## src/rtl/multicycle_ctrl_if.sv

```systemverilog
// Control bundle between the multicycle MIPS controller and its datapath.
// master = controller side, slave = datapath side.
interface multicycle_ctrl_if;
    logic [5:0] Opcode;
    logic [5:0] Funct;
    logic       Zero;
    logic       IorD;
    logic       MemWrite;
    logic       IRWrite;
    logic       RegDst;
    logic       MemtoReg;
    logic       RegWrite;
    logic       ALUSrcA;
    logic [1:0] ALUSrcB;
    logic [2:0] ALUCtrl;
    logic [1:0] PCSrc;
    logic       PCEn;
    logic       InstrDone;
    logic [3:0] State;

    modport master (
        input  Opcode, Funct, Zero,
        output IorD, MemWrite, IRWrite, RegDst, MemtoReg, RegWrite,
               ALUSrcA, ALUSrcB, ALUCtrl, PCSrc, PCEn, InstrDone, State
    );

    modport slave (
        output Opcode, Funct, Zero,
        input  IorD, MemWrite, IRWrite, RegDst, MemtoReg, RegWrite,
               ALUSrcA, ALUSrcB, ALUCtrl, PCSrc, PCEn, InstrDone, State
    );
endinterface

```

## src/rtl/multicycle_ctrl.sv

```systemverilog
// Moore control FSM for the multicycle MIPS datapath: one instruction in 2-5
// clocks, outputs decoded from the state register, enables gated by reset.
module multicycle_ctrl (
    input logic               clk,
    input logic               reset,
    multicycle_ctrl_if.master bus
);
    typedef enum logic [3:0] {
        FETCH    = 4'd0,
        DECODE   = 4'd1,
        MEMADR   = 4'd2,
        MEMREAD  = 4'd3,
        MEMWB    = 4'd4,
        MEMWRITE = 4'd5,
        EXECUTE  = 4'd6,
        ALUWB    = 4'd7,
        BRANCH   = 4'd8,
        ADDIEX   = 4'd9,
        ADDIWB   = 4'd10,
        JUMP     = 4'd11
    } state_t;

    localparam logic [5:0] OP_LW    = 6'b100011;
    localparam logic [5:0] OP_SW    = 6'b101011;
    localparam logic [5:0] OP_RTYPE = 6'b000000;
    localparam logic [5:0] OP_BEQ   = 6'b000100;
    localparam logic [5:0] OP_ADDI  = 6'b001000;
    localparam logic [5:0] OP_J     = 6'b000010;

    state_t state;

    logic pc_write;
    logic branch;
    logic ir_write;
    logic mem_write;
    logic reg_write;
    logic instr_done;

    always_ff @(posedge clk or posedge reset) begin
        if (reset) begin
            state <= FETCH;
        end else begin
            case (state)
                FETCH:  state <= DECODE;
                DECODE: begin
                    case (bus.Opcode)
                        OP_LW, OP_SW: state <= MEMADR;
                        OP_RTYPE:     state <= EXECUTE;
                        OP_BEQ:       state <= BRANCH;
                        OP_ADDI:      state <= ADDIEX;
                        OP_J:         state <= JUMP;
                        default:      state <= FETCH;
                    endcase
                end
                MEMADR:  state <= (bus.Opcode == OP_LW) ? MEMREAD : MEMWRITE;
                MEMREAD: state <= MEMWB;
                EXECUTE: state <= ALUWB;
                ADDIEX:  state <= ADDIWB;
                default: state <= FETCH;
            endcase
        end
    end

    // Unused codes 12-15 fall through to the all-zero defaults.
    always_comb begin
        bus.IorD    = 1'b0;
        bus.RegDst  = 1'b0;
        bus.MemtoReg = 1'b0;
        bus.ALUSrcA = 1'b0;
        bus.ALUSrcB = 2'b00;
        bus.ALUCtrl = 3'b010;
        bus.PCSrc   = 2'b00;
        pc_write    = 1'b0;
        branch      = 1'b0;
        ir_write    = 1'b0;
        mem_write   = 1'b0;
        reg_write   = 1'b0;
        instr_done  = 1'b0;
        case (state)
            FETCH: begin
                bus.ALUSrcB = 2'b01;
                ir_write    = 1'b1;
                pc_write    = 1'b1;
            end
            DECODE: bus.ALUSrcB = 2'b11;
            MEMADR: begin
                bus.ALUSrcA = 1'b1;
                bus.ALUSrcB = 2'b10;
            end
            MEMREAD: bus.IorD = 1'b1;
            MEMWB: begin
                bus.MemtoReg = 1'b1;
                reg_write    = 1'b1;
                instr_done   = 1'b1;
            end
            MEMWRITE: begin
                bus.IorD   = 1'b1;
                mem_write  = 1'b1;
                instr_done = 1'b1;
            end
            EXECUTE: begin
                bus.ALUSrcA = 1'b1;
                case (bus.Funct)
                    6'd34:   bus.ALUCtrl = 3'b110;
                    6'd36:   bus.ALUCtrl = 3'b000;
                    6'd37:   bus.ALUCtrl = 3'b001;
                    6'd42:   bus.ALUCtrl = 3'b111;
                    default: bus.ALUCtrl = 3'b010;
                endcase
            end
            ALUWB: begin
                bus.RegDst = 1'b1;
                reg_write  = 1'b1;
                instr_done = 1'b1;
            end
            BRANCH: begin
                bus.ALUSrcA = 1'b1;
                bus.ALUCtrl = 3'b110;
                bus.PCSrc   = 2'b01;
                branch      = 1'b1;
                instr_done  = 1'b1;
            end
            ADDIEX: begin
                bus.ALUSrcA = 1'b1;
                bus.ALUSrcB = 2'b10;
            end
            ADDIWB: begin
                reg_write  = 1'b1;
                instr_done = 1'b1;
            end
            JUMP: begin
                bus.PCSrc  = 2'b10;
                pc_write   = 1'b1;
                instr_done = 1'b1;
            end
            default: ;
        endcase
    end

    // Reset kills any pending write in the same cycle it rises.
    assign bus.PCEn      = ~reset & (pc_write | (branch & bus.Zero));
    assign bus.IRWrite   = ~reset & ir_write;
    assign bus.MemWrite  = ~reset & mem_write;
    assign bus.RegWrite  = ~reset & reg_write;
    assign bus.InstrDone = ~reset & instr_done;
    assign bus.State     = state;
endmodule

```

## src/flat_wrapper.sv

```systemverilog
// flat-port wrapper written by rule: the top's interface ports become plain ports
module multicycle_ctrl_flat 
  (clk, reset, bus_Opcode, bus_Funct, bus_Zero, bus_IorD, bus_MemWrite, bus_IRWrite, bus_RegDst, bus_MemtoReg, bus_RegWrite, bus_ALUSrcA, bus_ALUSrcB, bus_ALUCtrl, bus_PCSrc, bus_PCEn, bus_InstrDone, bus_State);
  multicycle_ctrl_if bus_i ();
  input logic clk;
  input logic reset;
  input wire logic [$bits(bus_i.Opcode)-1:0] bus_Opcode;
  input wire logic [$bits(bus_i.Funct)-1:0] bus_Funct;
  input wire logic [$bits(bus_i.Zero)-1:0] bus_Zero;
  output wire logic [$bits(bus_i.IorD)-1:0] bus_IorD;
  output wire logic [$bits(bus_i.MemWrite)-1:0] bus_MemWrite;
  output wire logic [$bits(bus_i.IRWrite)-1:0] bus_IRWrite;
  output wire logic [$bits(bus_i.RegDst)-1:0] bus_RegDst;
  output wire logic [$bits(bus_i.MemtoReg)-1:0] bus_MemtoReg;
  output wire logic [$bits(bus_i.RegWrite)-1:0] bus_RegWrite;
  output wire logic [$bits(bus_i.ALUSrcA)-1:0] bus_ALUSrcA;
  output wire logic [$bits(bus_i.ALUSrcB)-1:0] bus_ALUSrcB;
  output wire logic [$bits(bus_i.ALUCtrl)-1:0] bus_ALUCtrl;
  output wire logic [$bits(bus_i.PCSrc)-1:0] bus_PCSrc;
  output wire logic [$bits(bus_i.PCEn)-1:0] bus_PCEn;
  output wire logic [$bits(bus_i.InstrDone)-1:0] bus_InstrDone;
  output wire logic [$bits(bus_i.State)-1:0] bus_State;
  assign bus_i.Opcode = bus_Opcode;
  assign bus_i.Funct = bus_Funct;
  assign bus_i.Zero = bus_Zero;
  assign bus_IorD = bus_i.IorD;
  assign bus_MemWrite = bus_i.MemWrite;
  assign bus_IRWrite = bus_i.IRWrite;
  assign bus_RegDst = bus_i.RegDst;
  assign bus_MemtoReg = bus_i.MemtoReg;
  assign bus_RegWrite = bus_i.RegWrite;
  assign bus_ALUSrcA = bus_i.ALUSrcA;
  assign bus_ALUSrcB = bus_i.ALUSrcB;
  assign bus_ALUCtrl = bus_i.ALUCtrl;
  assign bus_PCSrc = bus_i.PCSrc;
  assign bus_PCEn = bus_i.PCEn;
  assign bus_InstrDone = bus_i.InstrDone;
  assign bus_State = bus_i.State;
  multicycle_ctrl u_core (.clk(clk), .reset(reset), .bus(bus_i));
endmodule
```

## config.mk

```make
export PLATFORM = sky130hd
export DESIGN_NAME = multicycle_ctrl_flat
export DESIGN_NICKNAME = d
export VERILOG_FILES = /design/src/rtl/multicycle_ctrl_if.sv /design/src/rtl/multicycle_ctrl.sv /design/src/flat_wrapper.sv
export SDC_FILE = /design/constraint.sdc
export NUM_CORES = 1
export LEC_CHECK = 0
export CORE_AREA = 2 2 40 42
export DETAILED_ROUTE_END_ITERATION = 12
export DIE_AREA = 0 0 42 44
export GPL_ROUTABILITY_DRIVEN = 0
export PLACE_DENSITY = 0.85
export SYNTH_ARGS = -nofsm -noshare
export SYNTH_HDL_FRONTEND = slang
export SYNTH_SLANG_ARGS = --single-unit
```

## constraint.sdc

```tcl
create_clock -name clk -period 2.4 [get_ports clk]
set_input_delay 0.48 -clock clk [delete_from_list [all_inputs] [get_ports clk]]
set_output_delay 0.48 -clock clk [all_outputs]
set_load 0.05 [all_outputs]
```

==> results of run 1 <==
[critical path: stages]
cell and delay (ns):
sky130_fd_sc_hd__clkdlybuf4s50_1 0.48, sky130_fd_sc_hd__or3b_4 0.39, sky130_fd_sc_hd__a2bb2oi_1 0.15, sky130_fd_sc_hd__nor2_2 0.17
sky130_fd_sc_hd__buf_12 0.15
[cell usage after synthesis, drive strengths merged]
master / instances / area share
a2111oi: 1 / 0.018
nor4b: 1 / 0.018
nor2b: 2 / 0.026
o21bai: 1 / 0.015
a311o: 1 / 0.020
nor3b: 2 / 0.031
clkbuf: 3 / 0.023
nor2: 7 / 0.054
or3b: 1 / 0.018
o211ai: 1 / 0.015
nor4: 2 / 0.026
o21ai: 3 / 0.031
nor3: 5 / 0.051
xor2: 3 / 0.054
inv: 5 / 0.038
a211oi: 1 / 0.015
or4b: 1 / 0.020
and3: 3 / 0.038
buf: 1 / 0.010
and3b: 1 / 0.018
nand3: 2 / 0.020
o221ai: 1 / 0.018
nand2b: 5 / 0.064
nand4: 1 / 0.013
a221oi: 1 / 0.018
a21oi: 3 / 0.031
nand2: 3 / 0.023
nand3b: 1 / 0.015
dfrtp: 4 / 0.20
a2bb2oi: 2 / 0.036
a311oi: 1 / 0.018
[area by class of cell]
type | instances | area, um2 | area share
sequential | 4 | 100 | 0.0976
multi-input combinational | 56 | 397 | 0.387
timing repair buffer | 38 | 468 | 0.456
inverter | 5 | 18.8 | 0.0183
tap | 16 | 20.0 | 0.0195
clock buffer | 3 | 22.5 | 0.0220
[worst paths after layout]
check	slack, ns	depth (start not counted)	endpoint
max	0.1	5	bus_ALUCtrl[0]
min	0.66	2	u_core.bus.State[0]
max reg2reg	1.13	4	u_core.bus.State[2]
min reg2reg	0.66	2	u_core.bus.State[0]
max in group asynchronous	1.56	2	u_core.bus.State[3]
min in group asynchronous	0.68	2	u_core.bus.State[2]
[timing repair]
action / CTS / global route
setup endpoints to repair: 0 / 3
buffers inserted: 0 / 0
resized for setup: 0 / 2
endpoints found under the hold margin: 0 / 0
[power by group]
group          total [mW]  leakage, nW  switching (mW)  internal [mW]
clock network      0.0808       0.0138          0.0250         0.0558
registers          0.0914       0.0532         0.00779         0.0836
logic               0.688        0.355           0.408          0.281
total               0.861        0.422           0.441          0.420
[placed cells by master (no fill, tap or decap), drive strengths merged, types with 2 or more instances in the layout]
cell and n:
buf 20, clkdlybuf4s50 18, nor2 7, inv 5, nand2b 5, nor3 5
dfrtp 4, xor2 3, nand2 3, and3 3, clkbuf 3, a21oi 3
o21ai 3, nor4 2, nor2b 2, nor3b 2, nand3 2, a2bb2oi 2
[stage by stage]
step           setup TNS, ns  area (um2)  worst slack, ns  std cells  hold WS, ns
2_1_floorplan         -0.206         526           -0.109         69        0.246
3_3_place_gp               0         997           0.0683        119        0.617
3_5_place_dp               0         997           0.0203        119        0.649
4_1_cts                    0        1020           0.0165        122        0.655
5_1_grt                    0        1030           0.0366        122        0.698
6_report                   0        1030           0.0994        122        0.657
[metal layers]
metal  wire, um  up-vias  GRT usage  part of all wire
li1           -      330          -                 -
met4          0        0          0                 0
met3        122        0     0.0750             0.073
met1        701      325      0.219              0.42
met2        839       28      0.341              0.50
met5          0        -          0                 0
[logic make-up after synthesis]
kind of cell,share of synthesized area
buffers and inverters,0.0716
and+or+nand+nor,0.435
DFF,0.205
xor gates and xnor gates,0.0537
AOI/OAI and AO/OA,0.235
==> flow_summary.ini, run 1 <==
[status]
result_of_the_run = complete, no violations

[logic_synthesis]
synth-warning-count = 0
synth_fp_nets = 84
ys_seq_elements = 4
post_synth_inst_count = 69
synth_area_per_cell_um2 = 7.09
number_of_distinct_library_cells_after_synthesis = 32
synthesis.area_um2 = 489
sequential_cell_area_fraction_in_the_yosys_report = 0.205

[global_route]
grt_pass1_wl_mm = 2.66
first_global_vias = 576
grt_max_degree = 17
number_of_antenna_violations_at_the_first_check_in_global_routing = 0
grt_usage = 0.187
overflow = 0

[final_layout]
largest_register_ffs = 4
final_nets = 123
layout.filler_cells = 121
antenna_cells_inserted = 0
final_layout_size_suffix_gt1_frac = 0.311
post_route_utilization = 0.723
syn2layout_area_growth_pct = 110

[clock_tree]
clock-root-buffer = sky130_fd_sc_hd__clkbuf_4
cts_buffer_depth = 2
cts_tree = done
clk_pin_slew_ns = 0.03
cts_made_buffers = 3
htree_num_levels = 1
cts_hold_buffers = 0
numClockSinks = 4
clk_latency_ns = 0.23

[sta]
max_slew.worst_pin.slew_ns = 0.500
max_clock_freq_mhz = 435
timing.final.hold_violations = 0
report.final.slew_viol_count = 0
finClkSkew_ns = 0.00799
setup_viol_count_final = 0
setup_repair_after_global_routing_missed_its_margin = no
timing.slew.headroom = 0.665
final.period_utilization = 0.959
final.min_clock_period_ns = 2.30

[drt]
dr.first_iter.drc_count = 9
postRouteAntennaNets = 0
drc_errors = 0
firstDrtPassIters = 4
post_drt_via_cell_ratio = 5.60
wl_per_cell_um = 13.6
postRouteWirelength_mm = 1.66
dr_total_vias = 683

[pwr]
static-leakage-power_nw = 0.422
ir_drop_mv = 0.626
total_power_mw = 0.861
p_per_area_mw_per_mm2 = 839

[die]
start_util = 0.345
floorplan.rows = 14
io_pins = 35
core_area_mm2 = 0.00142
floorplan.die.width_um = 42
chipHeight_um = 44
fp.dieArea_mm2 = 0.00185

[place]
dpl.hpwl_mm = 1.33
input_output_buffers = 34

[worst_setup_path]
worst_ep_arrival_time_ns = 1.82
setup.worst_path.start = bus_Funct[1]
timing.critical_path.from_type = input pin
worstSetupEndpointType = primary output
worst-setup-path-type = input pin to primary output
r2r_start = u_core.bus.State[0]
worst-endpoint-required_ns = 1.92
crit_fanout = 2

[job]
max_cap_violation_count = 0

[hold_path]
hold_start = u_core.bus.State[3]
timing.hold.worst.class = flip-flop to flip-flop
Note: power is estimated with default switching activity, not from simulation.
==> run 2, diff against run 1 <==
- CORE_AREA: 2 2 40 42 -> 2 2 39 41
- CTS_CLUSTER_DIAMETER: not set -> 50
- DIE_AREA: 0 0 42 44 -> 0 0 41 43
- DONT_BUFFER_PORTS: not set -> 1
- PLACE_DENSITY: 0.85 -> 0.55
==> run 2 against run 1 <==
Compared with the run above:
- clock skew shrank 0.0065 ns
- combinational power down 24%
- clock power grew 1%
- die area decreased by 4.6%
- flip-flop and latch count did not move
- worst hold slack got worse by 0.64 ns
- critical endpoint is now bus_ALUCtrl[1]
==> flow_summary.ini, run 2 (synthesized netlist as in run 1, its figures left out) <==
[clock_tree]
cts_tree = done
htree_num_levels = 1
cts_hold_buffers = 0
clk_pin_slew_ns = 0.04
numClockSinks = 4
clk_latency_ns = 0.23
clock-root-buffer = sky130_fd_sc_hd__clkbuf_4
cts_made_buffers = 3
cts_repair_resize_count = 0
post-cts-setup-buffer-count = 0
cts_buffer_depth = 2

[sta]
final.min_clock_period_ns = 2.22
max_slew.worst_pin.slew_ns = 0.416
max_clock_freq_mhz = 451
setup_repair_after_global_routing_missed_its_margin = no
report.final.slew_viol_count = 0
total_negative_slack_for_setup_checks_ns = 0
timing.slew.headroom = 0.722
final.period_utilization = 0.923
finClkSkew_ns = 0.00150
setup_viol_count_final = 0
timing.final.hold_violations = 0

[worst_setup_path]
worstSetupEndpointType = primary output
critical-path-max-stage-delay_ns = 0.58
cells_along_the_critical_path = nand2b_1, or4b_1, nand2b_1, buf_12
worst-setup-path-type = flip-flop to primary output
cpMaxStageDelayCell = sky130_fd_sc_hd__or4b_1
critical-path-top-delay-family = simple AND/OR/NAND/NOR gates
crit_fanout = 4
critical-path-top-cell-by-count = sky130_fd_sc_hd__nand2b_1
worst-endpoint-required_ns = 1.92
worst_ep_arrival_time_ns = 1.74
critPathBufInv = 1
timing.critical_path.from_type = flip-flop

[drt]
dr.first_iter.drc_count = 16
postRouteAntennaNets = 0
firstDrtPassIters = 4
dr_total_vias = 599
wl_per_cell_um = 13.7
postRouteWirelength_mm = 1.41
drc_errors = 0
post_drt_via_cell_ratio = 5.82

[place]
numPlacedInstances = 100
input_output_buffers = 0
dpl.hpwl_mm = 1.14

[hold_path]
timing.hold.worst.class = input pin to asynchronous set/reset pin

[final_layout]
multiInputGateArea_um2 = 390
largest_register_ffs = 4
final-seq-area_um2 = 100
layoutNonFillerInstCount = 103
layout.cells.most_common_list = sky130_fd_sc_hd__buf_4 (16), sky130_fd_sc_hd__nor2_1 (6), sky130_fd_sc_hd__inv_1 (5), sky130_fd_sc_hd__nand2b_1 (5), sky130_fd_sc_hd__dfrtp_1 (4)
final_nets = 104
antenna_cells_inserted = 0
final_layout_size_suffix_gt1_frac = 0.356
final_common_cell = sky130_fd_sc_hd__buf_4
layout.filler_cells = 139
post_route_utilization = 0.529
syn2layout_area_growth_pct = 49.6

[global_route]
grt_pass1_wl_mm = 2.16
grt_max_degree = 17
first_global_vias = 540
number_of_antenna_violations_at_the_first_check_in_global_routing = 0
overflow = 0
grt_usage = 0.171

[die]
floorplan.rows = 14
fp.dieArea_mm2 = 0.00176
core_area_mm2 = 0.00138
start_util = 0.354
chipHeight_um = 43
floorplan.die.width_um = 41
io_pins = 35

[job]
max_cap_violation_count = 0

[pwr]
ir_drop_mv = 0.427
static-leakage-power_nw = 0.323
p_per_area_mw_per_mm2 = 946

[status]
result_of_the_run = complete, no violations
## run 2: cell types whose count changed in the layout (fill, tap and decap cells not counted), sizes merged
cell and change:
buf -1, clkdlybuf4s50 -18
## run 2: path summary, 6_finish.rpt
| kind | from | endpoint | slack, ns | depth (start not counted) |
|---|---|---|---|---|
| worst max-delay path | u_core.bus.State[0] | bus_ALUCtrl[1] | 0.18 | 4 |
| worst min-delay path | reset | u_core.bus.State[1] | 0.01 | 1 |
| worst max register to register | u_core.bus.State[2] | u_core.bus.State[2] | 1.08 | 4 |
| worst min register to register | u_core.bus.State[3] | u_core.bus.State[0] | 0.73 | 2 |
| max in group asynchronous | reset | u_core.bus.State[3] | 2.24 | 1 |
| min in group clk | bus_Opcode[2] | u_core.bus.State[3] | 0.46 | 2 |
## run 2: worst register-to-register path, stage by stage (launching register included)
cell and delay, ns:
sky130_fd_sc_hd__dfrtp_1 0.34, sky130_fd_sc_hd__buf_4 0.31, sky130_fd_sc_hd__nor4_1 0.11, sky130_fd_sc_hd__and3_1 0.18
sky130_fd_sc_hd__a311o_1 0.27
## run 2: routing by layer
| metal | global-route usage | up-vias | wire length [um] |
|---|---|---|---|
| met4 | 0.0400 | 0 | 13 |
| met5 | 0 | - | 0 |
| met2 | 0.306 | 26 | 735 |
| met3 | 0.0209 | 2 | 116 |
| li1 | - | 296 | - |
| met1 | 0.200 | 275 | 548 |
## run 2: stage by stage
| stage | setup WS (ns) | cell area, um2 | power, mW | hold WS, ns |
|---|---|---|---|---|
| 6_report | 0.184 | 732 | 0.692 | 0.0123 |
| 5_1_grt | 0.135 | 732 | 0.729 | 0.0278 |
| 4_1_cts | 0.173 | 732 | 0.696 | 0.0133 |
| 3_5_place_dp | 0.416 | 709 | 0.612 | 0.258 |
| 3_3_place_gp | 0.448 | 709 | 0.608 | 0.255 |
| 2_1_floorplan | -0.109 | 526 | 0.489 | 0.246 |
## run 2: power by group
group | switching [mW] | leakage, nW | internal [mW]
logic | 0.369 | 0.256 | 0.151
registers | 0.00644 | 0.0532 | 0.0836
clock network | 0.0260 | 0.0138 | 0.0558
## run 2: area by class of cell
type | count | share of cell area
Sequential cell | 4 | 0.137
Clock buffer | 3 | 0.0308
Tap cell | 16 | 0.0274
Inverter | 5 | 0.0256
Multi-Input combinational cell | 56 | 0.533
Timing Repair Buffer | 19 | 0.246
==> run 3, diff against run 2 <==
- HOLD_SLACK_MARGIN: not set -> 0.15
- clock period: 2.4 -> 2.5 ns (I/O delays scaled with it)
==> run 3 against run 2 <==
Compared with the run above:
- clock power is 1% higher
- core utilization is 1.1 points lower
- global-route usage is 0.69 points higher
- total power is 5.5% lower
- clock skew is 0.0056 ns higher
- via count is 0.83% lower
- cell count stayed put
- worst setup slack better by 0.048 ns
- die area stayed put
- critical path type unchanged
- critical path depth stayed put
==> flow_summary.ini, run 3 (synthesized netlist as in run 1, its figures left out) <==
[clock_tree]
clk_pin_slew_ns = 0.04
cts_buffer_depth = 2
numClockSinks = 4
cts_made_buffers = 3
cts_hold_buffers = 1
cts_repair_resize_count = 0
post-cts-setup-buffer-count = 0
cts_tree = done
clk_latency_ns = 0.24
clock-root-buffer = sky130_fd_sc_hd__clkbuf_4
htree_num_levels = 1

[final_layout]
layout.cells.most_common_list = sky130_fd_sc_hd__buf_4 (16), sky130_fd_sc_hd__nor2_1 (6), sky130_fd_sc_hd__inv_1 (5), sky130_fd_sc_hd__nand2b_1 (5), sky130_fd_sc_hd__dfrtp_1 (4)
final_layout_size_suffix_gt1_frac = 0.333
layout.filler_cells = 139
final-seq-area_um2 = 100
final_common_cell = sky130_fd_sc_hd__buf_4
syn2layout_area_growth_pct = 46.5
antenna_cells_inserted = 0
multiInputGateArea_um2 = 385
largest_register_ffs = 4
final_nets = 104
post_route_utilization = 0.518
layoutNonFillerInstCount = 103

[drt]
dr.first_iter.drc_count = 11
firstDrtPassIters = 4
wl_per_cell_um = 13.2
post_drt_via_cell_ratio = 5.77
postRouteWirelength_mm = 1.36
postRouteAntennaNets = 0
dr_total_vias = 594
drc_errors = 0

[sta]
final.min_clock_period_ns = 2.27
max_clock_freq_mhz = 441
max_slew.worst_pin.slew_ns = 0.492
setup_repair_after_global_routing_missed_its_margin = no
setup_viol_count_final = 0
finClkSkew_ns = 0.00711
hold-worst-slack_ns = 0.473
final_critical_path_setup_slack_ns = 0.232
timing.final.hold_violations = 0
report.final.slew_viol_count = 0
final.period_utilization = 0.907
timing.slew.headroom = 0.673

[die]
start_util = 0.354
floorplan.rows = 14
floorplan.die.width_um = 41
fp.dieArea_mm2 = 0.00176
core_area_mm2 = 0.00138
io_pins = 35
chipHeight_um = 43

[pwr]
intPower_mw = 0.272
power_switching_share = 0.585
total_switching_power_mw = 0.383
ir_drop_mv = 0.426
p_per_area_mw_per_mm2 = 913
static-leakage-power_nw = 0.318
total_power_mw = 0.654
power.share.combinational = 0.742
share_clk_of_total_power = 0.126
power.sequential.fraction = 0.132

[worst_setup_path]
r2r_start = u_core.bus.State[2]
cpMaxStageDelayCell = sky130_fd_sc_hd__or4b_1
worstSetupEndpointType = primary output
setup.worst_path.start = u_core.bus.State[0]
worst-endpoint-required_ns = 2.00
critPathBufInv = 1
worst_ep_arrival_time_ns = 1.77
crit_fanout = 4
critical-path-top-cell-by-count = sky130_fd_sc_hd__nand2b_1
critical-path-top-delay-family = simple AND/OR/NAND/NOR gates
cells_along_the_critical_path = nand2b_1, or4b_1, nand2b_1, buf_12
worst-setup-path-type = flip-flop to primary output
critical-path-max-stage-delay_ns = 0.59
timing.critical_path.from_type = flip-flop

[global_route]
met2_track_demand_over_resource = 0.306
global_route.usage.met3 = 0.0105
number_of_antenna_violations_at_the_first_check_in_global_routing = 0
grt_usage = 0.178
overflow = 0
grt_pass1_wl_mm = 2.21
grt_max_degree = 17
first_global_vias = 543
globalRoute.busiestLayer = met2
grtUsageMet1 = 0.209

[status]
result_of_the_run = complete, no violations

[place]
dpl.hpwl_mm = 1.12
dpl_worst_slack_ns = 0.483
input_output_buffers = 0
numPlacedInstances = 99

[hold_path]
hold_start = bus_Opcode[2]
timing.hold.worst.class = input pin to flip-flop

[job]
max_cap_violation_count = 0
[run 3: changes by cell type in the layout (fill, tap and decap cells not counted), sizes merged]
cell / before / now
buf: 19 / 18
dlygate4sd3: 0 / 1
[run 3: layout make-up]
cell class,instances,area share
multi-input combinational,56,0.538
timing repair buffer,19,0.237
sequential,4,0.140
clock buffer,3,0.0314
tap,16,0.0279
inverter,5,0.0262
[run 3: worst register-to-register path, cell delays in order, from the launching register on]
cell	delay [ns]
sky130_fd_sc_hd__dfrtp_1	0.34
sky130_fd_sc_hd__buf_4	0.30
sky130_fd_sc_hd__nor4_1	0.11
sky130_fd_sc_hd__and3_1	0.18
sky130_fd_sc_hd__a311o_1	0.27
[run 3: per-layer routing]
| layer | routed length (um) | up-vias |
|---|---|---|
| met5 | 0 | - |
| met4 | 24 | 0 |
| met3 | 112 | 2 |
| met2 | 688 | 26 |
| met1 | 537 | 272 |
| li1 | - | 294 |
[run 3: stage by stage]
stage | TNS [ns] | instance area [um2]
2_1_floorplan | -0.0286 | 520
3_3_place_gp | 0 | 684
3_5_place_dp | 0 | 684
4_1_cts | 0 | 717
5_1_grt | 0 | 717
6_report | 0 | 717
[run 3: power by group through the flow]
stage,registers (mW),logic (mW),clock network [mW]
after global routing,0.0902,0.517,0.0907
after detailed placement,0.0876,0.487,0
final,0.0865,0.485,0.0826
after CTS,0.0869,0.489,0.0852
after global placement,0.0867,0.486,0
after floorplan,0.148,0.319,0
[run 3: path summary, 6_finish.rpt]
| path | endpoint | slack, ns | cells after the start |
|---|---|---|---|
| max reg2reg | u_core.bus.State[2] | 1.18 | 4 |
| max | bus_ALUCtrl[1] | 0.23 | 4 |
| min reg2reg | u_core.bus.State[0] | 0.73 | 2 |
| min | u_core.bus.State[3] | 0.47 | 2 |
| min in group asynchronous | u_core.bus.State[0] | 0.59 | 2 |
| max in group asynchronous | u_core.bus.State[3] | 1.75 | 2 |
